**src/rtl/apb_pkg.sv**
```systemverilog
// Shared types and default sizing for the multi-slave APB master.
// State encoding is fixed so waveforms stay comparable across builds.
package apb_pkg;

    localparam int APB_ADDR_W      = 32;
    localparam int APB_DATA_W      = 32;
    localparam int APB_NUM_SLV     = 4;
    localparam int APB_TIMEOUT_CYC = 16;

    typedef enum logic [1:0] {
        ST_IDLE   = 2'd0,
        ST_SETUP  = 2'd1,
        ST_ACCESS = 2'd2
    } apb_state_e;

endpackage

```
**src/rtl/apb_addr_decoder.sv**
```systemverilog
// Maps the top address bits to a slave index and one-hot select.
// NUM_SLV is a power of two, so every index value names a real slave.
module apb_addr_decoder
    import apb_pkg::*;
#(
    parameter int ADDR_W  = APB_ADDR_W,
    parameter int NUM_SLV = APB_NUM_SLV,
    parameter int IDX_W   = $clog2(NUM_SLV)
) (
    input  logic [ADDR_W-1:0]  addr_i,
    output logic [NUM_SLV-1:0] sel_o,
    output logic [IDX_W-1:0]   idx_o
);

    assign idx_o = addr_i[ADDR_W-1 -: IDX_W];
    assign sel_o = NUM_SLV'(1) << idx_o;

endmodule

```
**src/rtl/apb_multi_master.sv**
```systemverilog
// Single-outstanding APB master fanning out to NUM_SLV slaves.
// Define APB_TIMEOUT_EN to abort ACCESS after TIMEOUT_CYC cycles.
module apb_multi_master
    import apb_pkg::*;
#(
    parameter int ADDR_W      = APB_ADDR_W,
    parameter int DATA_W      = APB_DATA_W,
    parameter int NUM_SLV     = APB_NUM_SLV,
    parameter int TIMEOUT_CYC = APB_TIMEOUT_CYC
) (
    input  logic                      P_clk,
    input  logic                      P_rst,
    input  logic                      cmd_valid,
    output logic                      cmd_ready,
    input  logic                      cmd_write,
    input  logic [ADDR_W-1:0]         cmd_addr,
    input  logic [DATA_W-1:0]         cmd_wdata,
    output logic                      rsp_valid,
    output logic [DATA_W-1:0]         rsp_rdata,
    output logic                      rsp_err,
    output logic [NUM_SLV-1:0]        P_sel,
    output logic                      P_enable,
    output logic                      P_write,
    output logic [ADDR_W-1:0]         P_addr,
    output logic [DATA_W-1:0]         P_wdata,
    input  logic [NUM_SLV-1:0]        P_ready_s,
    input  logic [NUM_SLV-1:0]        P_slverr_s,
    input  logic [NUM_SLV*DATA_W-1:0] P_rdata_s
);

    localparam int IDX_W = $clog2(NUM_SLV);

    apb_state_e          state_q, state_d;
    logic [ADDR_W-1:0]   addr_q, addr_d;
    logic [DATA_W-1:0]   wdata_q, wdata_d;
    logic                write_q, write_d;
    logic [IDX_W-1:0]    idx_q, idx_d;
    logic [NUM_SLV-1:0]  sel_q, sel_d;
    logic                rsp_valid_q, rsp_valid_d;
    logic [DATA_W-1:0]   rsp_rdata_q, rsp_rdata_d;
    logic                rsp_err_q, rsp_err_d;

    logic [NUM_SLV-1:0]  dec_sel;
    logic [IDX_W-1:0]    dec_idx;
    logic                slv_rdy;
    logic                slv_err;
    logic [DATA_W-1:0]   slv_rdata;

    apb_addr_decoder #(
        .ADDR_W  (ADDR_W),
        .NUM_SLV (NUM_SLV),
        .IDX_W   (IDX_W)
    ) u_dec (
        .addr_i (cmd_addr),
        .sel_o  (dec_sel),
        .idx_o  (dec_idx)
    );

    // Only the addressed slave's response lines are ever looked at.
    assign slv_rdy   = P_ready_s[idx_q];
    assign slv_err   = P_slverr_s[idx_q];
    assign slv_rdata = P_rdata_s[int'(idx_q)*DATA_W +: DATA_W];

`ifdef APB_TIMEOUT_EN
    localparam logic [7:0] TMO_LAST = 8'(TIMEOUT_CYC - 1);
    logic [7:0] tmo_q, tmo_d;
    logic       tmo_hit;
    assign tmo_hit = (tmo_q == TMO_LAST);
`endif

    always_comb begin
        state_d     = state_q;
        addr_d      = addr_q;
        wdata_d     = wdata_q;
        write_d     = write_q;
        idx_d       = idx_q;
        sel_d       = sel_q;
        rsp_valid_d = 1'b0;
        rsp_rdata_d = '0;
        rsp_err_d   = 1'b0;
`ifdef APB_TIMEOUT_EN
        tmo_d       = tmo_q;
`endif
        unique case (state_q)
            ST_IDLE: begin
                if (cmd_valid) begin
                    addr_d  = cmd_addr;
                    wdata_d = cmd_wdata;
                    write_d = cmd_write;
                    idx_d   = dec_idx;
                    sel_d   = dec_sel;
                    state_d = ST_SETUP;
                end
            end
            ST_SETUP: begin
                state_d = ST_ACCESS;
`ifdef APB_TIMEOUT_EN
                tmo_d   = '0;
`endif
            end
            ST_ACCESS: begin
                if (slv_rdy) begin
                    rsp_valid_d = 1'b1;
                    rsp_err_d   = slv_err;
                    rsp_rdata_d = write_q ? '0 : slv_rdata;
                    state_d     = ST_IDLE;
                end
`ifdef APB_TIMEOUT_EN
                else if (tmo_hit) begin
                    rsp_valid_d = 1'b1;
                    rsp_err_d   = 1'b1;
                    state_d     = ST_IDLE;
                end else begin
                    tmo_d = tmo_q + 8'd1;
                end
`endif
            end
            default: state_d = ST_IDLE;
        endcase
    end

    always_ff @(posedge P_clk) begin
        if (P_rst) begin
            state_q     <= ST_IDLE;
            addr_q      <= '0;
            wdata_q     <= '0;
            write_q     <= 1'b0;
            idx_q       <= '0;
            sel_q       <= '0;
            rsp_valid_q <= 1'b0;
            rsp_rdata_q <= '0;
            rsp_err_q   <= 1'b0;
        end else begin
            state_q     <= state_d;
            addr_q      <= addr_d;
            wdata_q     <= wdata_d;
            write_q     <= write_d;
            idx_q       <= idx_d;
            sel_q       <= sel_d;
            rsp_valid_q <= rsp_valid_d;
            rsp_rdata_q <= rsp_rdata_d;
            rsp_err_q   <= rsp_err_d;
        end
    end

`ifdef APB_TIMEOUT_EN
    always_ff @(posedge P_clk) begin
        if (P_rst) tmo_q <= '0;
        else       tmo_q <= tmo_d;
    end
`endif

    assign cmd_ready = (state_q == ST_IDLE);
    assign P_enable  = (state_q == ST_ACCESS);
    assign P_sel     = (state_q == ST_IDLE) ? '0 : sel_q;
    assign P_write   = write_q;
    assign P_addr    = addr_q;
    assign P_wdata   = wdata_q;
    assign rsp_valid = rsp_valid_q;
    assign rsp_rdata = rsp_rdata_q;
    assign rsp_err   = rsp_err_q;

endmodule

```
**config.mk**
```make
export PLATFORM = sky130hd
export DESIGN_NAME = apb_multi_master
export DESIGN_NICKNAME = d
export VERILOG_FILES = /design/src/rtl/apb_pkg.sv /design/src/rtl/apb_addr_decoder.sv /design/src/rtl/apb_multi_master.sv
export SDC_FILE = /design/constraint.sdc
export NUM_CORES = 1
export LEC_CHECK = 0
export CAP_MARGIN = 5
export CORE_AREA = 2 2 122 124
export DETAILED_ROUTE_END_ITERATION = 10
export DIE_AREA = 0 0 124 126
export PLACE_DENSITY_LB_ADDON = 0.08
export SYNTH_ARGS = -nofsm -noshare
export SYNTH_HDL_FRONTEND = slang
export SYNTH_SLANG_ARGS = --single-unit
```
**constraint.sdc**
```tcl
create_clock -name P_clk -period 1.8 [get_ports P_clk]
set_clock_uncertainty 0.1 [all_clocks]
set_input_delay 0.36 -clock P_clk [delete_from_list [all_inputs] [get_ports P_clk]]
set_output_delay 0.36 -clock P_clk [all_outputs]
set_load 0.05 [all_outputs]
```
==> flow_summary.json <==
{
  "crit_path_end_kind": "output pin",
  "synth.area.top_cells": "dfxtp_1 50%, mux4_2 18%, nand2_1 12%, a21oi_1 8.2%, nor2b_1 5.5%",
  "cp.arrival_ps": 1260,
  "clock_power_share_pct": 34.2,
  "yosysSeqAreaShare_pct": 50.0,
  "clk_pin_slew_ps": 70,
  "die_area_um2": 15600,
  "whs_ps": 357,
  "grt-busiest-layer": "met2",
  "p_switching_mw": 1.71,
  "drtPass1Iterations": 4,
  "grt_pass1_wl_mm": 23.1,
  "final_cell_mix": "202 x clkdlybuf4s50_1, 134 x nand2_1, 108 x buf_4",
  "grt_use_total_pct": 19.5,
  "status": "complete, no violations",
  "rsz0062_at_grt": "false",
  "area_growth_syn_to_layout_pct": 84.6,
  "critPathBufInv": 2,
  "fin_crit_ps": 1720,
  "grt_remaining_overflow": 0,
  "met3_usage_pct": 6.88,
  "dpl_worst_slack_ps": -205,
  "ys_seq_elements": 105,
  "drtIter0Drc": 158,
  "setup_slack_ps": 84.3,
  "antenna_left": 0,
  "grt_pass1_vias": 4129,
  "ys_warn_count": 0,
  "ys_types": 23,
  "ctsLongestPathBuffers": 2,
  "slew_violations": 0,
  "endpoint": "P_addr[31]",
  "cts_tree": "built",
  "grt_max_degree": 72,
  "ir_drop_mv": 0.444,
  "slew_headroom_pct": 76.9,
  "max_freq_mhz": 583,
  "setup_viol": 0,
  "wl_per_cell_um": 17.1,
  "worstPathRequired_ps": 1340,
  "min_path_type": "reg2reg",
  "antenna_found_initial": 2,
  "cts_root_buffer": "clkbuf_16",
  "start_util_pct": 29.4,
  "synthCells": 428,
  "critPathMaxFanout": 17,
  "synth_top_area_cell": "dfxtp_1",
  "hold_viol": 0,
  "via_count": 4253,
  "crit_family": "flip-flops",
  "dieHeight_um": 126,
  "cts_buffers": 9,
  "die_x_um": 124,
  "max_stage_delay_ps": 530,
  "pwr-share-comb_pct": 25.5,
  "drive_above_1_share_pct": 24.6,
  "p_sw_share_pct": 27.4,
  "fin_tns_setup_ps": 0,
  "drcViolationCount": 0,
  "timing.final.crit_share_pct": 95.3,
  "clock_latency_ps": 350,
  "reg2reg_from": "P_addr[30]$_SDFFE_PP0P_",
  "place_inst": 904,
  "final_common_cell": "clkdlybuf4s50_1",
  "crit_path_frequent_cell": "buf_12",
  "crit_chain": "buf_12 > buf_12",
  "io_buffer_count": 308,
  "hpwlAfterDp_mm": 12.2,
  "htreeDepth": 3,
  "wl_mm": 15.8,
  "place_congestion": 0.765,
  "power.internal_mw": 4.51,
  "rrSetupSlack_ps": 190,
  "p_seq_share_pct": 40.3,
  "avgSynthCellArea_um2": 9.83,
  "synth_nets": 632,
  "grt.met1_usage_pct": 22.4,
  "drv_cap": 0,
  "critPathLaunchType": "flip-flop",
  "fp.coreArea_um2": 14300,
  "nNetsFinal": 935,
  "p_per_area_nw_per_um2": 801,
  "met2_usage_pct": 32.9,
  "worstMarginPinSlew_ps": 346,
  "reg2regPathDepth": 4,
  "avgViaCountPerCell": 4.61,
  "io_pins": 309,
  "row_count": 44,
  "r2r_end": "rsp_rdata[30]$_SDFF_PP0_",
  "yosysTopAreaCellShare_pct": 50.0,
  "path_depth": 2,
  "worstSetupPathType": "reg2out",
  "cpMaxStageDelayCell": "dfxtp_2",
  "syn_area_um2": 4210,
  "p_leak_nw": 3.05,
  "clock_sinks": 105,
  "startpoint": "P_addr[31]$_SDFFE_PP0P_",
  "final_cell_count_no_fill": 922
}
-- metal layers --
metal  up-vias  share of wire (%)
li1       2050                  -
met1      1999                 39
met2       182                 48
met3        22                 11
met4         0                2.1
met5         -                  0
-- how the worst min path moves through the flow --
stage / slack [ps] / end / start / cells past startpoint
after floorplan: 330 / sel_q[0]$_SDFFE_PP0P_ / sel_q[0]$_SDFFE_PP0P_ / 2
after global placement: 340 / sel_q[3]$_SDFFE_PP0P_ / sel_q[3]$_SDFFE_PP0P_ / 2
after detailed placement: 350 / sel_q[2]$_SDFFE_PP0P_ / sel_q[2]$_SDFFE_PP0P_ / 2
after CTS: 360 / sel_q[3]$_SDFFE_PP0P_ / sel_q[3]$_SDFFE_PP0P_ / 2
after global routing: 380 / sel_q[3]$_SDFFE_PP0P_ / sel_q[3]$_SDFFE_PP0P_ / 2
final: 360 / sel_q[3]$_SDFFE_PP0P_ / sel_q[3]$_SDFFE_PP0P_ / 2
-- registers in the layout, summed over array words and instances, names as in the netlist --
signal and cells:
rsp_valid 1, state_q 2, P_write 1, sel_q 4, P_wdata 32, rsp_err 1
rsp_rdata 32, P_addr 32
-- power by group through the flow --
| stage | registers [mW] | clock network (mW) | logic, mW |
|---|---|---|---|
| floorplan | 2.90 | 0 | 0.449 |
| global placement | 2.56 | 0 | 1.58 |
| detailed placement | 2.56 | 0 | 1.59 |
| CTS | 2.51 | 2.19 | 1.60 |
| global route | 2.52 | 2.28 | 1.68 |
| finish | 2.51 | 2.13 | 1.58 |
-- repair_timing --
| action | in CTS | in global routing |
|---|---|---|
| endpoints found under the setup margin | 4 | 0 |
| setup buffers | 0 | 0 |
| resized for setup | 4 | 0 |
| hold buffers | 0 | 0 |
-- synthesized netlist by cell type, drive strengths merged --
library cell and count:
and2 1, nand3b 3, inv 1, clkbuf 20, or3b 1, dfxtp 105
or3 1, a21oi 69, nand2 134, o22ai 1, buf 14, nor2b 37
nand2b 1, and3 1, mux4 34, nand3 1, nor2 2, nor3b 2
-- metrics by stage --
step / power [mW] / instance area (µm²) / utilization, %
2_1_floorplan: 3.35 / 4210 / -
3_3_place_gp: 4.13 / 7430 / 51.9
3_5_place_dp: 4.15 / 7430 / 51.9
4_1_cts: 6.30 / 7760 / 54.2
5_1_grt: 6.48 / 7760 / 54.2
6_report: 6.22 / 7770 / 54.3
-- logic make-up (layout without fill, tap and decap cells) --
kind of cell	Yosys count	in the layout	synth area share (%)
compound gates	70	70	8.36
buf+inv	35	343	3.84
flops	105	105	50.0
mux	34	34	18.2
other cells	0	2	0
simple gates	184	184	19.7
-- area by class of cell --
cell class	count	area [µm²]
flip-flops and latches	105	2110
fillers	1290	6550
inverters	1	3.75
diodes	2	5.00
clock buffers	12	246
well taps	184	230
clock inverters	4	76.3
multi-input cells	288	1960
repair buffers	326	3140
-- worst reg2reg max path, stage by stage (launching register included) --
cell and delay [ps]:
dfxtp_2 420, mux4_2 560, nand3b_2 150, buf_12 180, nor2b_1 80
Note: power is estimated with default switching activity, not from simulation.
